### src/rtl/simplez_io_pkg.sv
// Shared constants and types for the simplez memory-mapped I/O responder.
package simplez_io_pkg;

    // CPU word addresses decoded by the responder
    localparam logic [8:0] ADDR_LEDS   = 9'd507;
    localparam logic [8:0] ADDR_TXSTAT = 9'd508;
    localparam logic [8:0] ADDR_TXDATA = 9'd509;

    // Default clock cycles per UART bit (115200 baud at 12 MHz)
    localparam int unsigned DEF_BAUD_DIV = 32'd104;

    // UART transmitter states
    typedef enum logic [1:0] {
        ST_IDLE  = 2'd0,
        ST_START = 2'd1,
        ST_DATA  = 2'd2,
        ST_STOP  = 2'd3
    } tx_state_e;

    // Status word returned by a read of the transmitter status address
    function automatic logic [11:0] status_word(input logic ready);
        return {11'b0, ready};
    endfunction

endpackage

### src/rtl/simplez_io_if.sv
// CPU-side bus bundle shared by the CPU (master) and its peripherals (slave).
interface simplez_io_if;
    logic [8:0]  bus_addr;
    logic [11:0] bus_wdata;
    logic        bus_we;
    logic        bus_re;
    logic [11:0] bus_rdata;

    modport master (
        output bus_addr, bus_wdata, bus_we, bus_re,
        input  bus_rdata
    );

    modport slave (
        input  bus_addr, bus_wdata, bus_we, bus_re,
        output bus_rdata
    );
endinterface

### src/rtl/simplez_baudgen.sv
// Bit-period counter for the UART: counts 0..BAUD_DIV-1 and pulses tick
// during the last cycle of each bit period. clear realigns the phase to 0.
module simplez_baudgen
    import simplez_io_pkg::*;
#(
    parameter int unsigned BAUD_DIV = DEF_BAUD_DIV
) (
    input  logic clk,
    input  logic rstn,
    input  logic clear,
    output logic tick
);

    localparam logic [15:0] CNT_MAX = 16'(BAUD_DIV - 32'd1);

    logic [15:0] cnt_q;
    logic [15:0] cnt_d;
    logic        tick_q;
    logic        tick_d;

    // Next count: restart on clear, wrap at the end of a bit period
    always_comb begin
        cnt_d  = cnt_q;
        tick_d = 1'b0;
        if (clear) begin
            cnt_d = 16'd0;
        end else if (cnt_q == CNT_MAX) begin
            cnt_d = 16'd0;
        end else begin
            cnt_d = cnt_q + 16'd1;
        end
        tick_d = (cnt_d == CNT_MAX);
    end

    // Counter and registered tick flops
    always_ff @(posedge clk) begin
        if (!rstn) begin
            cnt_q  <= 16'd0;
            tick_q <= 1'b0;
        end else begin
            cnt_q  <= cnt_d;
            tick_q <= tick_d;
        end
    end

    assign tick = tick_q;

endmodule

### src/rtl/simplez_io.sv
// simplez memory-mapped I/O responder: LED register, transmitter status
// readback and an 8N1 UART transmitter fed by CPU stores.
module simplez_io
    import simplez_io_pkg::*;
#(
    parameter int unsigned BAUD_DIV = DEF_BAUD_DIV
) (
    input  logic         clk,
    input  logic         rstn,
    simplez_io_if.slave  bus,
    output logic [3:0]   dataled,
    output logic         tx
);

    tx_state_e   state_q, state_d;
    logic [7:0]  shift_q, shift_d;
    logic [2:0]  bit_q, bit_d;
    logic        tx_q, tx_d;
    logic [3:0]  led_q, led_d;
    logic [11:0] rdata_q, rdata_d;

    logic        ready_s;
    logic        tx_wr_s;
    logic        baud_clr_s;
    logic        tick_s;

    assign ready_s = (state_q == ST_IDLE);
    assign tx_wr_s = bus.bus_we && (bus.bus_addr == ADDR_TXDATA);

    simplez_baudgen #(.BAUD_DIV(BAUD_DIV)) u_baudgen (
        .clk   (clk),
        .rstn  (rstn),
        .clear (baud_clr_s),
        .tick  (tick_s)
    );

    // Bus decode: LED register update and registered read data
    always_comb begin
        led_d   = led_q;
        rdata_d = rdata_q;
        if (bus.bus_we && (bus.bus_addr == ADDR_LEDS)) begin
            led_d = bus.bus_wdata[3:0];
        end else begin
            led_d = led_q;
        end
        // A write (alone or together with a read) always returns zero data
        if (bus.bus_we) begin
            rdata_d = 12'd0;
        end else if (bus.bus_re) begin
            if (bus.bus_addr == ADDR_TXSTAT) begin
                rdata_d = status_word(ready_s);
            end else begin
                rdata_d = 12'd0;
            end
        end else begin
            rdata_d = rdata_q;
        end
    end

    // Transmitter FSM: next state, shift register, bit counter and tx level
    always_comb begin
        state_d    = state_q;
        shift_d    = shift_q;
        bit_d      = bit_q;
        tx_d       = tx_q;
        baud_clr_s = 1'b0;
        case (state_q)
            ST_IDLE: begin
                tx_d = 1'b1;
                if (tx_wr_s) begin
                    shift_d    = bus.bus_wdata[7:0];
                    state_d    = ST_START;
                    tx_d       = 1'b0;
                    baud_clr_s = 1'b1;
                end else begin
                    state_d = ST_IDLE;
                end
            end
            ST_START: begin
                if (tick_s) begin
                    state_d = ST_DATA;
                    bit_d   = 3'd0;
                    tx_d    = shift_q[0];
                    shift_d = {1'b0, shift_q[7:1]};
                end else begin
                    state_d = ST_START;
                end
            end
            ST_DATA: begin
                if (tick_s) begin
                    if (bit_q == 3'd7) begin
                        state_d = ST_STOP;
                        tx_d    = 1'b1;
                    end else begin
                        bit_d   = bit_q + 3'd1;
                        tx_d    = shift_q[0];
                        shift_d = {1'b0, shift_q[7:1]};
                    end
                end else begin
                    state_d = ST_DATA;
                end
            end
            ST_STOP: begin
                if (tick_s) begin
                    state_d = ST_IDLE;
                end else begin
                    state_d = ST_STOP;
                end
            end
            default: begin
                state_d = ST_IDLE;
                tx_d    = 1'b1;
            end
        endcase
    end

    // State, datapath and output registers
    always_ff @(posedge clk) begin
        if (!rstn) begin
            state_q <= ST_IDLE;
            shift_q <= 8'd0;
            bit_q   <= 3'd0;
            tx_q    <= 1'b1;
            led_q   <= 4'd0;
            rdata_q <= 12'd0;
        end else begin
            state_q <= state_d;
            shift_q <= shift_d;
            bit_q   <= bit_d;
            tx_q    <= tx_d;
            led_q   <= led_d;
            rdata_q <= rdata_d;
        end
    end

    assign dataled       = led_q;
    assign tx            = tx_q;
    assign bus.bus_rdata = rdata_q;

endmodule

### src/flat_wrapper.sv
// flat-port wrapper written by rule: the top's interface ports become plain ports
module simplez_io_flat import simplez_io_pkg::*;
#(
    parameter int unsigned BAUD_DIV = DEF_BAUD_DIV
)
  (clk, rstn, dataled, tx, bus_bus_addr, bus_bus_wdata, bus_bus_we, bus_bus_re, bus_bus_rdata);
  simplez_io_if bus_i ();
  input  logic clk;
  input  logic rstn;
  output logic [3:0] dataled;
  output logic tx;
  input wire logic [$bits(bus_i.bus_addr)-1:0] bus_bus_addr;
  input wire logic [$bits(bus_i.bus_wdata)-1:0] bus_bus_wdata;
  input wire logic [$bits(bus_i.bus_we)-1:0] bus_bus_we;
  input wire logic [$bits(bus_i.bus_re)-1:0] bus_bus_re;
  output wire logic [$bits(bus_i.bus_rdata)-1:0] bus_bus_rdata;
  assign bus_i.bus_addr = bus_bus_addr;
  assign bus_i.bus_wdata = bus_bus_wdata;
  assign bus_i.bus_we = bus_bus_we;
  assign bus_i.bus_re = bus_bus_re;
  assign bus_bus_rdata = bus_i.bus_rdata;
  simplez_io #(.BAUD_DIV(BAUD_DIV)) u_core (.clk(clk), .rstn(rstn), .bus(bus_i), .dataled(dataled), .tx(tx));
endmodule
### config.mk
export PLATFORM = sky130hd
export DESIGN_NAME = simplez_io_flat
export DESIGN_NICKNAME = d
export VERILOG_FILES = /design/src/rtl/simplez_io_pkg.sv /design/src/rtl/simplez_io_if.sv /design/src/rtl/simplez_baudgen.sv /design/src/rtl/simplez_io.sv /design/src/flat_wrapper.sv
export SDC_FILE = /design/constraint.sdc
export NUM_CORES = 1
export LEC_CHECK = 0
export BUFFER_PORTS_ARGS = -buffer_cell sky130_fd_sc_hd__buf_4
export CORE_MARGIN = 2
export CORE_UTILIZATION = 50
export CTS_BUF_LIST = sky130_fd_sc_hd__clkbuf_4
export DETAILED_ROUTE_END_ITERATION = 7
export PLACE_DENSITY = 0.8
export RECOVER_POWER = 50
export SYNTH_ARGS = -nofsm -noshare
export SYNTH_HDL_FRONTEND = slang
export SYNTH_SLANG_ARGS = --single-unit
export TNS_END_PERCENT = 50
### constraint.sdc
create_clock -name clk -period 2.8 [get_ports clk]
set_input_delay 0.42 -clock clk [delete_from_list [all_inputs] [get_ports clk]]
set_output_delay 0.42 -clock clk [all_outputs]
set_load 0.05 [all_outputs]
* Word level (Yosys, flattened, before mapping) *
Cells that the tools add are included.

word-level totals
  output and inout bits = 17
  bits in registers = 47

operators by class
  add/sub/neg operators = 2
  muxes and demuxes = 25
  equal/unequal tests = 14
  bitwise operators = 1
  reductions and logical operators = 9

operators by type and width
  cell                     number
  $eq A16 B7 Y1 const B    2
  $mux W16                 2
  $mux W8                  4
  $eq A9 B9 Y1 const B     3
  $pmux W8 S3              1
  $add A16 B1 Y16 const B  1
  $mux W3                  3
  $mux W1                  8
  $mux W2                  4
  $ne A2 B2 Y1 const B     4
  $pmux W2 S4              1
  $pmux W3 S2              1
  $reduce_and A5 Y1        1
  $eq A2 B2 Y1 const B     2
  $reduce_and A4 Y1        1
  $add A3 B1 Y3 const B    1
  $eq A3 B3 Y1 const B     1
  $ne A3 B2 Y1 const B     1
  $pmux W1 S3              1
  $reduce_and A3 Y1        1
  $reduce_bool A3 Y1       1
  $eq A2 B1 Y1 const B     1
  $logic_and A1 B1 Y1      2
  $logic_not A2 Y1         1
  other kinds (3)          3

* Longest topological paths before layout *
  word-level depth = 6
  mapped depth = 9

* By module *
A second synthesis with hierarchy kept.

second synthesis, totals
  cells, all modules = 238
  area total of the unflattened synthesis = 2143.3 µm²

by module, submodules not included
  module           area each (µm²)  times used  seq. area each (µm²)  cells each
  simplez_io       1184.9           1           380.4                 123
  simplez_baudgen  958.4            1           340.3                 115

* Worst setup path after synthesis *
No wires, ideal clock.

  path type = register -> register
  from = register u_core.u_baudgen.cnt_q[0]
  to = register u_core.u_baudgen.tick_q, in the netlist u_core.u_baudgen.tick
  arrival time = 1995 ps
  period minus slack after synthesis = 2055 ps
  data required time = 2740 ps
  setup time = 60 ps
  slack = 745 ps
  stages on the path, launching flop included = 8
  cells stage by stage = dfxtp_1 > ha_1 > buf_4 > nand4_2 > or3_4 > or3_1 > a311oi_1 > o2111a_1

on the way
  longest elaborated chain between the ends = 4
  elaborated cells between the ends (all ways) = 5

RTL lines
  what                                              RTL line                                      RTL
  start: declaration                                simplez_baudgen.sv:16                         logic [15:0] cnt_q;
  start signal: assignment                          simplez_baudgen.sv:41                         cnt_q <= cnt_d;
  $add A16 B1 Y16 or $eq A16 B7 Y1 (tied branches)  simplez_baudgen.sv:30, simplez_baudgen.sv:27
  $mux W16 *                                        simplez_baudgen.sv:27                         end else if (cnt_q == CNT_MAX) begin
  $mux W16 *                                        simplez_baudgen.sv:25                         if (clear) begin
  $eq A16 B7 Y1 *                                   simplez_baudgen.sv:32                         tick_d = (cnt_d == CNT_MAX);
  end signal: assignment                            simplez_baudgen.sv:42                         tick_q <= tick_d;
  end: declaration                                  simplez_baudgen.sv:18                         logic tick_q;

Mark *: on every way between the ends. The rest lies on a longest branch, timed or not.
A chain may end at the register's enable or synchronous reset.

* Final worst setup path *
Ends and elaborated chain as after synthesis.

==> impl_results.md <==
* Status: completed
* WL/cell at 12.4 um
* GRT met2 Usage at 27.3%
* Clock Path Buffers at 2
* Gr usage total at 18.0%
* Row cnt at 23
* Fin nets at 292
* Initial antenna violation count at 0
* Pin count of the biggest net entering global routing at 22
* # Post-CTS Setup Buffers at 0
* Peak ir drop on the vdd network at 0.270 mV
* Clk sinks at 36
* DRT Wirelength at 3840 um
* Worst hold path type: input port to flop
* RSZ-0062 raised after global routing: no
* Fillers at 380
* Total number of vias at 1,749
* H-tree Lvls at 2
* Die Width at 68.6 um
* Die Ht at 68.6 um
* Number of synthesized flops with an enable pin at 0
* Area growth, synth to finish at 8.11%
* Final cell count without fillers at 309
* Max Clock Skew at 3.54 ps
* Area contributors post-synth: dfxtp_1 35%, mux2i_1 5.8%, ha_1 4.8%, buf_4 4.7%, nor2_1 4.1%
* Combined area of the multi-input logic cells at 0.00122 sq mm
* # port buffers at 26
* Root buffer cell: clkbuf_4
* Transition time of the tightest slew-check pin at 1170 ps
* Met3 Use GR at 3.90%
* R2r endpoint: u_core.u_baudgen.tick
* CP peak stage delay at 440 ps
* Final setup fails at 0
* Post-synthesis sequential area ratio at 34.6%
* Fin crit share at 83.8%
* Max-slew violations at 0
* Synth Instances at 236
* DRT iter0 DRCs at 69
* DRC at 0
* Layout cell share with drive strength beyond 1 at 12.7%
* Worst R2R Setup Slack at 450 ps
* RR Startpoint: u_core.u_baudgen.cnt_q[0]
* Final GP Congestion at 0.892
* Vias in the first global route at 1,451
* CP endpoint: u_core.u_baudgen.tick
* Worst reg2reg path depth at 6
* Startpoint types: flop
* Critical Path RT at 3080 ps
* P_leak at 0.899 nW
* Initial core utilization at 52.1%
* Die ar. at 0.00470 sq mm
* IO Pins at 42
* Slew Limit Headroom at 20.6%
* Crit-path slowest cell: dfxtp_1
* Total CTS buffers at 5
* Drt first pass iters at 4
* Final hold viol count at 0
* Most common cell in the netlist: dfxtp_1
* Worst-skew pair later-pin latency at 330 ps
* ANT nets after route at 0
* Placed insts at 302
* Ant diodes at 0
* CP Cell Sequence: ha_1 -> nand4_2 -> or3_4 -> or3_1 -> a311oi_1 -> o2111a_1
* Stages on the worst setup path at 6
* Top FF cell, synth: dfxtp_1
* Yosys cell types at 50
* Synth top area share at 34.6%
* Crit. End Element: flop
* Post-cts repair resize count at 0
* Syn. warnings at 0
* WP data arrival at 2630 ps
* Remaining Overflow, GRT at 0
* Busiest grt layer: met2
* Hpwl dp at 2760 um
* Post-DP Area at 0.00224 sq mm
* Mean Syn Cell Area at 8.83 sq um
* Clock transition time at the flip-flop clock pins of the worst setup and hold paths at 110 ps
* Yosys top cell by area: dfxtp_1
* Crit-path leading delay family: simple AND/OR/NAND/NOR gates
* Worst Setup SP: u_core.u_baudgen.cnt_q[0]
* Final non-filler cell area at 0.00225 sq mm
* Synthesis-stage register bit count at 36
* Max Clk Rate at 426 MHz
* # hold bufs at CTS at 0
* Max Cap Viol at 0
* Synth top cells by count: 36 x dfxtp_1, 23 x nor2_1, 18 x nand2_1, 13 x buf_4, 12 x mux2i_1
* Power per cell area at 385 mW/mm^2
* Post-synth ARST share at 0%
* TNS Setup at 0 ps
* Vias/cell at 5.66
* Met1 usage at 25.6%
* Core area at 0.00400 sq mm
* Cell Area, Synth at 0.00208 sq mm
* Setup CP Type: flop to flop
* CP bufs+invs at 0
* Final critical-path required period at 2350 ps
* CTS tree: yes
* First-pass GRT wire length at 6480 um
* Sequential Area at 721 sq um
* Crit path max fanout at 8
## state kept, by name, indices dropped and copies added, names as in the netlist
name	cells
u_core.u_baudgen.tick	1
u_core.shift_q	8
u_core.state_q	2
u_core.dataled	4
u_core.u_baudgen.cnt_q	16
u_core.bit_q	3
u_core.bus.bus_rdata	1
u_core.tx	1
## worst min path at each step
| stage | startpoint | end | slack, ps | cells past startpoint |
|---|---|---|---|---|
| after floorplan | u_core.bit_q[1] | u_core.bit_q[1] | 440 | 2 |
| after global placement | u_core.bit_q[1] | u_core.bit_q[1] | 450 | 2 |
| after CTS | bus_bus_we | u_core.bus.bus_rdata[0] | 240 | 2 |
| after detailed placement | u_core.bit_q[1] | u_core.bit_q[1] | 460 | 2 |
| final | bus_bus_we | u_core.bus.bus_rdata[0] | 250 | 2 |
| after global routing | bus_bus_we | u_core.bus.bus_rdata[0] | 240 | 2 |
## through the flow
stage | hold WS [ps] | utilization (%) | power (mW) | setup slack [ps]
2_1_floorplan | 445 | - | 0.605 | 745
3_3_place_gp | 454 | 56.1 | 0.620 | 493
3_5_place_dp | 460 | 56.1 | 0.621 | 486
4_1_cts | 236 | 57.2 | 0.874 | 475
5_1_grt | 240 | 56.3 | 0.897 | 225
6_report | 249 | 56.3 | 0.867 | 453
## metal layers
metal | part of all wire, % | routed length, um
met5 | 0 | 0
met3 | 4.5 | 171
met1 | 48 | 1850
met2 | 46 | 1770
met4 | 1.2 | 47
## final cells by class
cell class	count	area share, %
multi-input combinational	182	54.1
sequential	36	32.0
clock inverter	2	0.333
clock buffer	5	1.67
inverter	6	1.00
timing repair buffer	28	8.17
tap	50	2.78
## cell usage in the layout, fill, tap and decap left out, types with 2 or more instances in the layout
master | Yosys | layout
xor2_1 | 9 | 9
or4_1 | 4 | 4
o211a_1 | 8 | 8
o21ai_0 | 5 | 5
ha_1 | 8 | 8
mux2i_1 | 12 | 12
nand3b_1 | 2 | 2
and3_1 | 2 | 2
or3_1 | 4 | 4
nor2_1 | 23 | 23
inv_1 | 6 | 6
nor3_1 | 5 | 5
dfxtp_1 | 36 | 36
nor3b_1 | 2 | 2
nor2b_1 | 6 | 6
or3b_2 | 2 | 2
nand2b_1 | 2 | 2
a21boi_0 | 5 | 5
nand3_1 | 9 | 9
o211ai_1 | 2 | 3
nand4b_1 | 2 | 2
a21oi_1 | 9 | 9
clkbuf_4 | 0 | 6
conb_1 | 1 | 11
buf_4 | 13 | 20
o21bai_1 | 2 | 2
nand2_1 | 18 | 18
clkinv_1 | 0 | 2
clkbuf_1 | 4 | 7
nand4_1 | 7 | 7
xnor2_1 | 5 | 5
## kinds of logic after synthesis
family / synth area share, %
AO/OA/AOI/OAI: 15.5
XOR/XNOR: 5.89
adder cells (fa/ha/maj): 4.80
buffers and inverters: 8.23
flip-flops: 34.6
multiplexers: 5.77
other: 0.180
AND/OR/NAND/NOR: 25.0
## power breakdown
part	internal (mW)	switching (mW)	leakage, nW
logic	0.0304	0.0567	0.583
clock network	0.0878	0.170	0.0261
registers	0.516	0.00619	0.291
Note: power is estimated with default switching activity, not from simulation.
